<file path="config.mk">
export PLATFORM = sky130hd
export DESIGN_NAME = jbi_l2_req_out
export DESIGN_NICKNAME = d
export VERILOG_FILES = /design/src/rtl/jbi_l2_req_out.sv
export SDC_FILE = /design/constraint.sdc
export NUM_CORES = 1
export LEC_CHECK = 0
export CORE_UTILIZATION = 30
export CTS_CLUSTER_SIZE = 10
export DETAILED_ROUTE_END_ITERATION = 7
export PLACE_DENSITY = 0.52
export SLEW_MARGIN = 20
export SYNTH_ARGS = -nofsm -noshare
export SYNTH_HDL_FRONTEND = slang
export SYNTH_SLANG_ARGS = --single-unit
</file>
<file path="constraint.sdc">
create_clock -name clk -period 37 [get_ports clk]
set_clock_uncertainty 0.2 [all_clocks]
set_input_delay 3.7 -clock clk [delete_from_list [all_inputs] [get_ports clk]]
set_output_delay 3.7 -clock clk [all_outputs]
set_load 0.005 [all_outputs]
</file>
<file path="src/rtl/jbi_l2_req_out.sv">
// jbi_l2_req_out
// ---------------
// JBI-side L2 request issue stage. Takes one complete request packet at a
// time (64-bit header, plus sixteen 32-bit data words for writes) and
// serialises it onto the 32-bit jbi_sctag_req bus. A valid strobe marks the
// first header beat, and each data beat carries a 7-bit ECC. L2 input-queue
// (IQ) and write-buffer (WIB) credits are tracked locally. A request is only
// accepted when the credits it needs are available.
//
// Handshake: a packet transfers in the cycle where req_valid && req_ready.
// req_ready already includes req_valid, so req_ready alone marks an accept.
// req_ready can only be high in IDLE with credit available. While req_ready
// is low, every upstream field may change freely.
//
// Optional feature (macro JBI_L2_REQ_ECC_GEN_EN):
//   defined   - jbi_scbuf_ecc comes from an internal 32-bit SEC-DED encoder
//               (zzecc_sctag_pgen_32b bit ordering); req_ecc is ignored.
//   undefined - jbi_scbuf_ecc is the req_ecc word that matches the beat.
//
// Ports:
//   clk, rst               clock, synchronous active-high reset
//   req_valid/req_ready    packet handshake
//   req_hdr, req_wr        header and write flag
//   req_data, req_ecc      write data (word i = req_data[511-32i -: 32]) and
//                          per-word ECC (word i = req_ecc[111-7i -: 7])
//   sctag_jbi_iq_dequeue   one IQ credit returned
//   sctag_jbi_wib_dequeue  one WIB credit returned
//   jbi_sctag_req          registered beat (header hi, header lo, data 0..15)
//   jbi_scbuf_ecc          registered ECC of the data beat, 0 on header beats
//   jbi_sctag_req_vld      high on the first header beat only
//   iq_credit, wib_credit  current credit counts
//   credit_err             sticky: a credit came back while already at max
module jbi_l2_req_out #(
  parameter int IQ_DEPTH  = 16,
  parameter int WIB_DEPTH = 4,
  localparam int IQ_W     = $clog2(IQ_DEPTH + 1),
  localparam int WIB_W    = $clog2(WIB_DEPTH + 1)
) (
  input  logic             clk,
  input  logic             rst,
  input  logic             req_valid,
  output logic             req_ready,
  input  logic [63:0]      req_hdr,
  input  logic             req_wr,
  input  logic [511:0]     req_data,
  input  logic [111:0]     req_ecc,
  input  logic             sctag_jbi_iq_dequeue,
  input  logic             sctag_jbi_wib_dequeue,
  output logic [31:0]      jbi_sctag_req,
  output logic [6:0]       jbi_scbuf_ecc,
  output logic             jbi_sctag_req_vld,
  output logic [IQ_W-1:0]  iq_credit,
  output logic [WIB_W-1:0] wib_credit,
  output logic             credit_err
);

  localparam logic [IQ_W-1:0]  IQ_MAX  = IQ_W'(IQ_DEPTH);
  localparam logic [WIB_W-1:0] WIB_MAX = WIB_W'(WIB_DEPTH);

  // The state names what the output registers hold in this cycle.
  typedef enum logic [1:0] {IDLE, HDR0, HDR1, DATA} state_t;

  state_t state, next_state;
  logic [3:0] beat, next_beat;

  // Holding register. It is loaded on accept. The upper header half goes
  // straight from req_hdr to the output flop on the accept edge, so only
  // the lower half needs to be kept.
  logic [31:0]       hold_hdr_lo;
  logic              hold_wr;
  logic [15:0][31:0] hold_data;   // word i lives at index 15-i
`ifndef JBI_L2_REQ_ECC_GEN_EN
  logic [15:0][6:0]  hold_ecc;    // word i lives at index 15-i
`endif

  logic        accept;
  logic        load_word;
  logic [3:0]  word_sel;
  logic [31:0] next_req;
  logic [6:0]  next_ecc;
  logic        next_vld;

`ifdef JBI_L2_REQ_ECC_GEN_EN
  // SEC-DED encoder. Data bit j takes the j-th non-power-of-two Hamming
  // position (3, 5, 6, 7, 9, ...). Check bit k is the XOR of the data bits
  // whose position has bit k set. Bit 6 is the overall parity of the data
  // and check bits.
  function automatic logic [6:0] ecc_gen(input logic [31:0] d);
    logic [5:0] p;
    logic [5:0] pos;
    logic [4:0] di;
    p  = '0;
    di = '0;
    for (int n = 3; n <= 38; n++) begin
      pos = 6'(n);
      if ((pos & (pos - 6'd1)) != 6'd0) begin
        for (int k = 0; k < 6; k++) begin
          if (pos[k]) p[k] = p[k] ^ d[di];
        end
        di = di + 5'd1;
      end
    end
    return {(^d) ^ (^p), p};
  endfunction
`endif

  // Accept only from IDLE, only with the credits the packet needs, and
  // never while reset is asserted.
  assign req_ready = !rst && req_valid && (state == IDLE) &&
                     (iq_credit != '0) && (!req_wr || (wib_credit != '0));
  assign accept    = req_ready;

  // Next-state and next-output logic. The bus outputs are registered, so
  // this computes what the flops will hold in the following cycle.
  always_comb begin
    next_state = state;
    next_beat  = beat;
    load_word  = 1'b0;
    word_sel   = 4'd0;
    next_req   = '0;
    next_vld   = 1'b0;
    case (state)
      IDLE: begin
        if (accept) begin
          next_state = HDR0;
          next_req   = req_hdr[63:32];
          next_vld   = 1'b1;
        end
      end
      HDR0: begin
        next_state = HDR1;
        next_req   = hold_hdr_lo;
      end
      HDR1: begin
        if (hold_wr) begin
          next_state = DATA;
          next_beat  = 4'd0;
          load_word  = 1'b1;
          word_sel   = 4'd0;
        end else begin
          next_state = IDLE;
        end
      end
      DATA: begin
        if (beat == 4'd15) begin
          next_state = IDLE;
        end else begin
          next_beat = beat + 4'd1;
          load_word = 1'b1;
          word_sel  = beat + 4'd1;
        end
      end
      default: next_state = IDLE;
    endcase
    if (load_word) next_req = hold_data[4'd15 - word_sel];
  end

`ifdef JBI_L2_REQ_ECC_GEN_EN
  assign next_ecc = load_word ? ecc_gen(next_req) : 7'd0;
`else
  assign next_ecc = load_word ? hold_ecc[4'd15 - word_sel] : 7'd0;
`endif

  always_ff @(posedge clk) begin
    if (rst) begin
      state             <= IDLE;
      beat              <= 4'd0;
      jbi_sctag_req     <= '0;
      jbi_scbuf_ecc     <= '0;
      jbi_sctag_req_vld <= 1'b0;
    end else begin
      state             <= next_state;
      beat              <= next_beat;
      jbi_sctag_req     <= next_req;
      jbi_scbuf_ecc     <= next_ecc;
      jbi_sctag_req_vld <= next_vld;
    end
  end

  // The holding register is only read after an accept has loaded it, so it
  // needs no reset.
  always_ff @(posedge clk) begin
    if (accept) begin
      hold_hdr_lo <= req_hdr[31:0];
      hold_wr     <= req_wr;
      hold_data   <= req_data;
`ifndef JBI_L2_REQ_ECC_GEN_EN
      hold_ecc    <= req_ecc;
`endif
    end
  end

  // Credits. An accept and a return in the same cycle cancel out. A return
  // at max holds the count and raises the sticky error.
  always_ff @(posedge clk) begin
    if (rst) begin
      iq_credit  <= IQ_MAX;
      wib_credit <= WIB_MAX;
      credit_err <= 1'b0;
    end else begin
      if (sctag_jbi_iq_dequeue && !accept) begin
        if (iq_credit == IQ_MAX) credit_err <= 1'b1;
        else                     iq_credit  <= iq_credit + IQ_W'(1);
      end else if (!sctag_jbi_iq_dequeue && accept) begin
        iq_credit <= iq_credit - IQ_W'(1);
      end

      if (sctag_jbi_wib_dequeue && !(accept && req_wr)) begin
        if (wib_credit == WIB_MAX) credit_err <= 1'b1;
        else                       wib_credit <= wib_credit + WIB_W'(1);
      end else if (!sctag_jbi_wib_dequeue && accept && req_wr) begin
        wib_credit <= wib_credit - WIB_W'(1);
      end
    end
  end

endmodule

</file>
==> metrics.cfg <==
[synth]
synthArstFlopShare_pct = 0
yosysSeqAreaShare_pct = 75.8
syn-num-nets = 2487
synth-seq-cells = 712
syn_area_um2 = 27500
yosysWarnings = 0
synth.avg_cell_area_um2 = 15.4
ys.flop_type = edfxtp_1
ys_types = 63
synth_cells = 1789
synth_edf_count = 657

[finish]
fin_cells = 3785
final_area_um2 = 38700
fillCellCount = 8194
multi_input_area_um2 = 6120
finish.utilization_pct = 42.9
seqCellArea_um2 = 20800
syn2layout_area_growth_pct = 41.0
drive_gt1_share_pct = 6.35
fin_nets = 3222

[worst_setup_path]
critPathKind = input pin to output pin
worst_ep_arrival_time_ps = 6260
slowest_stage = clkdlybuf4s50_1
path_max_fanout = 62
cp_common_cell = clkdlybuf4s50_1
worstSetupEndpointType = output pin
worstPathRequired_ps = 33100
start_kind = input pin
crit_chain = clkdlybuf4s50_1 -> nor4b_4 -> o211ai_4 -> inv_8 -> clkdlybuf4s50_1
slowest_delay_ps = 590

[placed_design]
place_inst = 3611
dp_slack_ps = 26770
port_buffers = 743
gp_congestion = 0.857
place_area_um2 = 36100
hpwl_um = 69500

[detailed_routing]
viasPerCell = 4.93
first_iter_violations = 1519
ant_nets = 0
routed_wl_um = 98300
post_drt_wl_per_cell_um = 26.0
drt-pass1-iter-count = 7
post-route-drc-count = 0
vias = 18700

[pwr]
power.density_nw_per_um2 = 54.4
total_power_mw = 2.11
vdd_drop_max_mv = 0.0440
leakage_nw = 12.6

[global_route]
grt_pass1_vias = 19300
antenna_found_initial = 37
grt_overflow = 0
grt_max_degree = 192
grt_pass1_wl_um = 137000
grt.total_usage_pct = 20.7

[cts]
h-tree-depth = 3
cts_made_buffers = 86
post_cts_resized = 0
clk_pin_slew_ps = 60
cts_hold_buf = 0
cts_tree = done
root_buffer = clkbuf_16
clockBufferDepth = 3
clock_sinks = 712
cts_setup_buffers = 0
clk-insertion-delay-late_ps = 650

[sta]
fin_crit_sh_pct = 27.4
postLayoutSetupSlackWorst_ps = 26840
rsz0062_at_grt = false
fin_tns_setup_ps = 0
tightestPinTransition_ps = 1100
hold_slack_ps = 340
setup_violations = 0
final_hold_viol_count = 0
relSlewSlack_pct = 26.9
drv_slew = 0
fmaxAchievable_mhz = 98.5
min_period_ps = 10160

[floorplan]
die_x_um = 305
die_area_um2 = 92800
ios = 744
start_util_pct = 30.4
core_area_um2 = 90300
rows = 110
die_h_um = 305

[min_path]
hold_class = flip-flop to flip-flop

[run_status]
status = finished, final reports clean

[job]
maxCapViolCount = 0

synthesized netlist by cell type (all sizes together) (2+ instances only):
| cell | number | area, um^2 |
|---|---|---|
| buf | 62 | 349 |
| o311a | 4 | 40.0 |
| o22ai | 27 | 169 |
| and2 | 2 | 12.5 |
| o21ai | 19 | 95.1 |
| o31ai | 2 | 15.0 |
| inv | 6 | 22.5 |
| or3 | 3 | 18.8 |
| o32ai | 3 | 26.3 |
| a22oi | 4 | 30.0 |
| nor3 | 6 | 35.0 |
| and3 | 4 | 25.0 |
| o211ai | 32 | 254 |
| o2111ai | 8 | 76.3 |
| dfxtp | 55 | 1100 |
| o21a | 3 | 22.5 |
| clkbuf | 60 | 226 |
| a21oi | 88 | 444 |
| a31oi | 89 | 557 |
| nand2 | 281 | 1060 |
| xnor2 | 7 | 61.3 |
| nor2 | 21 | 83.8 |
| edfxtp | 657 | 19700 |
| a2111oi | 2 | 17.5 |
| nand3 | 104 | 526 |
| mux4 | 16 | 360 |
| nand2b | 8 | 50.1 |
| a211oi | 2 | 15.0 |
| o311ai | 4 | 35.0 |
| xor2 | 2 | 17.5 |
| a2bb2oi | 3 | 26.3 |
| nand4 | 4 | 25.0 |
| a311oi | 3 | 26.3 |
| a221oi | 34 | 298 |
| mux2i | 115 | 1150 |
| ha | 3 | 37.5 |
| o221ai | 34 | 298 |
layout make-up:
cell class	count	area share [%]
flip-flops and latches	712	53.8
well taps	1176	3.80
clock buffers	132	6.25
diodes	28	0.181
inverters	7	0.0872
repair buffers	769	19.8
clock inverters	13	0.291
multi-input cells	948	15.8
placed cells by master, fill, tap and decap left out, drive strengths merged, types with 8 or more instances in the layout:
cell type	count
a21oi	88
a221oi	34
a31oi	89
buf	27
clkbuf	132
clkdlybuf4s50	742
clkinv	10
dfxtp	55
diode	28
edfxtp	657
mux2i	115
mux4	16
nand2	281
nand2b	8
nand3	104
nor2	21
o2111ai	8
o211ai	32
o21ai	19
o221ai	34
o22ai	27
flip-flops by register name, indices dropped and copies added, names as in the netlist:
name / cells
jbi_sctag_req_vld: 1
jbi_sctag_req: 32
hold_hdr_lo: 32
credit_err: 1
hold_ecc: 112
state: 2
hold_data: 512
hold_wr: 1
iq_credit: 5
jbi_scbuf_ecc: 7
wib_credit: 3
beat: 4
final timing paths:
path,start,endpoint,slack (ps),cells past startpoint
max,req_valid,req_ready,26840,5
min,beat[1],beat[1],340,2
max reg2reg,beat[0],jbi_sctag_req[30],30930,11
min reg2reg,beat[1],beat[1],340,2
worst max-delay path, delay by kind of cell:
family                 cells  cell delay (ps)
AOI/OAI and AO/OA          1              340
and+or+nand+nor            1              560
buffers and inverters      3             1550
kinds of logic (layout without fill, tap and decap cells):
logic type | after synthesis | after routing | share of synthesized area, %
DFF | 712 | 712 | 75.8
muxes | 131 | 131 | 5.50
other | 0 | 28 | 0
and+or+nand+nor | 440 | 440 | 6.96
AOI/OAI and AO/OA | 364 | 364 | 9.00
xor gates and xnor gates | 9 | 9 | 0.287
buffers and inverters | 129 | 921 | 2.19
adders and majority gates | 4 | 4 | 0.210
where the power goes:
part	internal [mW]	switching, mW	total (mW)
registers	1.00	0.0328	1.04
logic	0.135	0.152	0.287
clock network	0.459	0.323	0.782
total	1.60	0.507	2.11
layer usage:
metal / track usage, % / routed length, um / up-vias
met5: 0 / 102 / -
li1: - / - / 8529
met1: 22.9 / 36100 / 9191
met4: 9.21 / 3010 / 16
met3: 6.94 / 8190 / 157
met2: 36.0 / 50900 / 759
Power figures use the tool's default switching activity.
